==> config.mk <==
export PLATFORM = sky130hd
export DESIGN_NAME = pipe_stage_hs
export DESIGN_NICKNAME = d
export VERILOG_FILES = /design/src/rtl/pipe_pkg.sv /design/src/rtl/pipe_stage_hs.sv
export SDC_FILE = /design/constraint.sdc
export NUM_CORES = 1
export LEC_CHECK = 0
export CAP_MARGIN = 10
export CORE_MARGIN = 2
export CORE_UTILIZATION = 46
export CTS_CLUSTER_SIZE = 10
export DETAILED_ROUTE_END_ITERATION = 10
export GPL_TIMING_DRIVEN = 0
export HOLD_SLACK_MARGIN = 0.06
export PLACE_DENSITY_LB_ADDON = 0.1
export SLEW_MARGIN = 30
export SYNTH_ARGS = -nofsm -noshare
export SYNTH_HDL_FRONTEND = slang
export SYNTH_SLANG_ARGS = --single-unit
==> constraint.sdc <==
create_clock -name i_clk -period 1.4 [get_ports i_clk]
set_input_delay 0.21 -clock i_clk [delete_from_list [all_inputs] [get_ports i_clk]]
set_output_delay 0.21 -clock i_clk [all_outputs]
set_load 0.02 [all_outputs]
==> src/rtl/pipe_pkg.sv <==
// Shared definitions for the pipeline stage registers.
//   stage_state_e  : occupancy state of a skid-buffered stage (empty / one / two entries)
//   *CtrlW/*DataW  : payload widths used at each inter-stage boundary
//   ex_mem_*_t     : packed views of the EX/MEM payload so both ends pack/unpack identically
//   state_to_occ   : entry count for a given state
package pipe_pkg;

   typedef enum logic [1:0] {
      StEmpty = 2'd0,
      StBusy  = 2'd1,
      StFull  = 2'd2
   } stage_state_e;

   // EX/MEM control bundle.
   typedef struct packed {
      logic       rd_wren;
      logic [1:0] wb_sel;
      logic       mem_wren;
      logic [2:0] ld_st_sel;
      logic       insn_vld;
   } ex_mem_ctrl_t;

   // EX/MEM data bundle.
   typedef struct packed {
      logic [31:0] alu_data;
      logic [31:0] st_data;
      logic [31:0] pc;
      logic [4:0]  rd;
   } ex_mem_data_t;

   localparam int unsigned IfIdCtrlW  = 1;
   localparam int unsigned IfIdDataW  = 64;
   localparam int unsigned IdExCtrlW  = 12;
   localparam int unsigned IdExDataW  = 128;
   localparam int unsigned ExMemCtrlW = $bits(ex_mem_ctrl_t);
   localparam int unsigned ExMemDataW = $bits(ex_mem_data_t);
   localparam int unsigned MemWbCtrlW = 4;
   localparam int unsigned MemWbDataW = 69;

   function automatic logic [1:0] state_to_occ(input stage_state_e st);
      logic [1:0] occ;
      occ = 2'd0;
      case (st)
         StBusy:  occ = 2'd1;
         StFull:  occ = 2'd2;
         default: occ = 2'd0;
      endcase
      return occ;
   endfunction

endpackage

==> src/rtl/pipe_stage_hs.sv <==
// Pipeline stage register with valid/ready handshake, stall and synchronous flush.
// The payload is split into a control field (cleared on flush, so a flushed slot is a bubble)
// and a data field (cleared on flush only when CLR_DATA = 1).
// With SKID_EN = 1 a second (skid) entry lets o_up_ready come straight from a register
// while still sustaining one transfer per cycle; with SKID_EN = 0 it is a single register
// with combinational ready.
// Ports:
//   i_clk, i_rst_n           clock (rising edge), synchronous active-low reset
//   i_flush                  kill all held entries at the next edge
//   i_up_valid / o_up_ready  upstream handshake, payload i_up_ctrl / i_up_data
//   o_dn_valid / i_dn_ready  downstream handshake, payload o_dn_ctrl / o_dn_data
//   o_occ                    number of entries held (0..2)
module pipe_stage_hs
   import pipe_pkg::*;
#(
   parameter int unsigned CTRL_W   = 8,
   parameter int unsigned DATA_W   = 101,
   parameter bit          SKID_EN  = 1'b1,
   parameter bit          CLR_DATA = 1'b0
) (
   input  logic              i_clk,
   input  logic              i_rst_n,
   input  logic              i_flush,
   input  logic              i_up_valid,
   output logic              o_up_ready,
   input  logic [CTRL_W-1:0] i_up_ctrl,
   input  logic [DATA_W-1:0] i_up_data,
   output logic              o_dn_valid,
   input  logic              i_dn_ready,
   output logic [CTRL_W-1:0] o_dn_ctrl,
   output logic [DATA_W-1:0] o_dn_data,
   output logic [1:0]        o_occ
);

   logic              accept;
   logic              pop;
   logic [CTRL_W-1:0] out_ctrl_q, out_ctrl_d;
   logic [DATA_W-1:0] out_data_q, out_data_d;

   assign accept = i_up_valid & o_up_ready;
   assign pop    = o_dn_valid & i_dn_ready;

   // Output register: the entry presented downstream.
   always_ff @(posedge i_clk) begin
      if (!i_rst_n) begin
         out_ctrl_q <= '0;
         out_data_q <= '0;
      end else begin
         out_ctrl_q <= out_ctrl_d;
         out_data_q <= out_data_d;
      end
   end

   assign o_dn_ctrl = out_ctrl_q;
   assign o_dn_data = out_data_q;

   if (SKID_EN) begin : g_skid
      stage_state_e      state_q, state_d;
      logic [CTRL_W-1:0] skid_ctrl_q, skid_ctrl_d;
      logic [DATA_W-1:0] skid_data_q, skid_data_d;

      always_comb begin
         state_d     = state_q;
         out_ctrl_d  = out_ctrl_q;
         out_data_d  = out_data_q;
         skid_ctrl_d = skid_ctrl_q;
         skid_data_d = skid_data_q;
         if (i_flush) begin
            // Upstream offer is dropped; a same-cycle pop has already been delivered.
            state_d     = StEmpty;
            out_ctrl_d  = '0;
            skid_ctrl_d = '0;
            if (CLR_DATA) begin
               out_data_d  = '0;
               skid_data_d = '0;
            end
         end else begin
            unique case (state_q)
               StEmpty: begin
                  if (accept) begin
                     out_ctrl_d = i_up_ctrl;
                     out_data_d = i_up_data;
                     state_d    = StBusy;
                  end
               end
               StBusy: begin
                  if (accept && pop) begin
                     out_ctrl_d = i_up_ctrl;
                     out_data_d = i_up_data;
                  end else if (accept) begin
                     // Downstream stalled: park the new entry behind the output.
                     skid_ctrl_d = i_up_ctrl;
                     skid_data_d = i_up_data;
                     state_d     = StFull;
                  end else if (pop) begin
                     out_ctrl_d = '0;
                     state_d    = StEmpty;
                  end
               end
               StFull: begin
                  // o_up_ready is low here, so only a pop can happen.
                  if (pop) begin
                     out_ctrl_d  = skid_ctrl_q;
                     out_data_d  = skid_data_q;
                     skid_ctrl_d = '0;
                     state_d     = StBusy;
                  end
               end
               default: begin
                  state_d    = StEmpty;
                  out_ctrl_d = '0;
               end
            endcase
         end
      end

      always_ff @(posedge i_clk) begin
         if (!i_rst_n) begin
            state_q     <= StEmpty;
            skid_ctrl_q <= '0;
            skid_data_q <= '0;
         end else begin
            state_q     <= state_d;
            skid_ctrl_q <= skid_ctrl_d;
            skid_data_q <= skid_data_d;
         end
      end

      assign o_dn_valid = (state_q != StEmpty);
      assign o_up_ready = (state_q != StFull);
      assign o_occ      = state_to_occ(state_q);
   end else begin : g_pass
      logic valid_q, valid_d;

      always_comb begin
         valid_d    = valid_q;
         out_ctrl_d = out_ctrl_q;
         out_data_d = out_data_q;
         if (i_flush) begin
            valid_d    = 1'b0;
            out_ctrl_d = '0;
            if (CLR_DATA) begin
               out_data_d = '0;
            end
         end else if (accept) begin
            valid_d    = 1'b1;
            out_ctrl_d = i_up_ctrl;
            out_data_d = i_up_data;
         end else if (pop) begin
            valid_d    = 1'b0;
            out_ctrl_d = '0;
         end
      end

      always_ff @(posedge i_clk) begin
         if (!i_rst_n) begin
            valid_q <= 1'b0;
         end else begin
            valid_q <= valid_d;
         end
      end

      assign o_dn_valid = valid_q;
      assign o_up_ready = i_dn_ready | ~valid_q;
      assign o_occ      = {1'b0, valid_q};
   end

endmodule

==> results.yml <==
clock_network:
  cts_buffer_depth: 3
  clk_pin_slew_ns: 0.06
  hold_buffers: 0
  htreeDepth: 1
  numCtsBuffers: 26
  clk_latency_ns: 0.53
  cts-root-buf: "clkbuf_16"
  clock_sinks: 220
  tritoncts: "yes"
grt:
  globalRouteOverflowTotal: 0
  track_usage: 0.247
  grt_pass1_vias: 8806
  grt_max_degree: 13
  grt_pass1_wl_mm: 46.8
  antenna_found_initial: 3
timing:
  setup_ws_ns: -0.271
  finalSetupViolations: 228
  timing_hold_violations_final: 0
  finalSetupTns_ns: -39.75
  skew_ns: 0.0108
  drv_slew: 0
  worstMarginPinSlew_ns: 0.623
  max_slew_margin: 0.584
  min_period_ns: 1.67
  fmax_mhz: 598
  hold-worst-slack_ns: 0.252
  rsz0062_at_grt: "yes"
  finalCritPeriodShare: 1.19
placed_design:
  port_buffers: 225
  dp.cells: 1596
  gp_congestion: 0.774
  pre_cts_ws_ns: -0.894
  dp_hpwl_mm: 19.2
critical_path:
  arrival_ns: 1.46
  cp-start-kind: "flip-flop"
  cp_max_fo: 6
  path_class: "flip-flop to primary output"
  required_ns: 1.19
  endpoint_kind: "primary output"
die:
  die_w_um: 152
  die_area_um2: 23100
  initial_core_util: 0.465
  fp.coreArea_um2: 21700
  die_h_um: 152
  rows: 54
  io_pins: 227
min_path:
  hp-class: "primary input to flip-flop"
status:
  status: "finished with violations"
  violations: "setup timing"
logic_synthesis:
  synth-compound-area-share: 0.257
  synth-edff-count: 0
  synthXorXnorAreaFrac: 0
  synth_fa_ha_area_frac: 0
  seq_area_frac_synth: 0.437
  synthCells: 1091
  avgSynthCellArea_um2: 9.24
  synthMuxAreaShare: 0.114
  async_flop_share: 0
  ys_types: 31
  ys_seq_elements: 220
  synth_top_family_by_area: "compound AO/OA/AOI/OAI gates"
  synthesis.nets: 1205
  yosys_warnings: 0
  synthFlopType: "dfxtp_1"
  syn_area_um2: 10100
  yosys.area_share.simple: 0.128
power:
  p_leak_nw: 5.72
  powerDensity_nw_per_um2: 983
  max-vdd-ir-drop_mv: 0.988
finish:
  layout-drive-gt1-share: 0.329
  final_cells: 1678
  utilization: 0.696
  fillCellCount: 1663
  syn2layout_area_growth_pct: 49.7
  num-nets-final: 1506
run:
  drv_cap: 0
drt:
  wl_per_cell_um: 18.7
  vias: 9064
  drt_wl_total_mm: 31.4
  drc_errors: 0
  drtIter0Drc: 354
  vias_per_cell: 5.40
  ant_nets: 0
  dr.pass1.iters: 4
## synthesized netlist by cell type, types with 2 or more instances
cell,instances,share of area
nor2_1,13,0.0048
and2b_1,2,0.0015
buf_12,10,0.020
o21ai_0,11,0.0055
buf_6,3,0.0034
a21boi_0,101,0.075
nand2_1,304,0.11
buf_4,4,0.0030
buf_2,37,0.018
dfxtp_1,220,0.44
nand2b_1,4,0.0025
o2bb2ai_1,8,0.0070
mux2_2,102,0.11
o22a_1,2,0.0017
a22oi_1,16,0.012
clkbuf_1,48,0.018
o21ai_2,90,0.078
o211ai_1,101,0.075
buf_1,3,0.0011
## cells by family after synthesis
| group | count (synthesis) |
|---|---|
| simple gates | 330 |
| compound gates | 332 |
| buf+inv | 107 |
| mux | 102 |
| flops | 220 |
## metal layers
layer / global-route usage / part of all wire / up-vias
met5: 0 / 0.00035 / -
met4: 0.0712 / 0.027 / 2
met3: 0.0476 / 0.049 / 54
met2: 0.409 / 0.48 / 247
met1: 0.328 / 0.44 / 4360
li1: - / - / 4401
## worst max-delay path, stage by stage (launching register included)
cell	delay, ns
dfxtp_4	0.36
nand2b_4	0.17
buf_12	0.14
buf_12	0.12
clkinv_4	0.03
buf_6	0.10
## power by group
group	internal, W	leakage (nW)	switching, W
Combinational	0.00112	3.58	0.00112
Sequential	0.00645	1.79	0.000112
Clock	0.00351	0.355	0.00253
Total	0.0111	5.72	0.00375
## area by class of cell
| cell class | count | area (um^2) | share of cell area |
|---|---|---|---|
| Antenna cell | 1 | 2.50 | 0.000166 |
| Clock inverter | 1 | 5.00 | 0.000332 |
| Multi-Input combinational cell | 764 | 5340 | 0.354 |
| Timing Repair Buffer | 277 | 3260 | 0.216 |
| Sequential cell | 220 | 4410 | 0.292 |
| Tap cell | 280 | 350 | 0.0232 |
| Buffer | 102 | 1000 | 0.0662 |
| Clock buffer | 32 | 714 | 0.0473 |
| Inverter | 1 | 8.76 | 0.000580 |
## worst paths after layout
check / from / end / slack [ns] / depth (start not counted)
max: g_skid.state_q[0]$_SDFFE_PP0P_ / o_occ[1] / -0.27 / 5
max reg2reg: g_skid.state_q[1]$_SDFFE_PP0P_ / g_skid.skid_data_q[26]$_SDFFE_PN0P_ / -0.25 / 7
min reg2reg: g_skid.skid_data_q[37]$_SDFFE_PN0P_ / g_skid.skid_data_q[37]$_SDFFE_PN0P_ / 0.45 / 2
min: i_up_data[35] / g_skid.skid_data_q[35]$_SDFFE_PN0P_ / 0.25 / 3
## layout by cell type, fill, tap and decap left out, drive strengths merged, types with 16 or more instances in the layout
| cell | count |
|---|---|
| a22oi | 16 |
| buf | 95 |
| nand2 | 304 |
| clkdlybuf4s50 | 112 |
| mux2 | 102 |
| o211ai | 101 |
| a21boi | 101 |
| o21ai | 101 |
| dfxtp | 220 |
| clkbuf | 97 |
| clkdlybuf4s15 | 101 |
## flip-flops by register name, summed over array words and instances (netlist names)
register / cells
g_skid.skid_ctrl_q: 8
g_skid.skid_data_q: 101
g_skid.state_q: 2
o_dn_ctrl: 8
o_dn_data: 101
## metrics by stage
stage / power (W) / instance area [um^2]
after floorplan: 0.00774 / 10100
after global placement: 0.00868 / 12700
after detailed placement: 0.00869 / 12700
after CTS: 0.0147 / 14100
after global routing: 0.0153 / 15100
final: 0.0148 / 15100
## repair_timing
item                                   CTS  global route
pin swaps                                0            44
setup buffers                           12            10
cloned                                   8            23
setup endpoints to repair              333           276
endpoints found under the hold margin    0             0
resized for setup                      445           184
No activity file was read; power rests on OpenSTA's default activity.
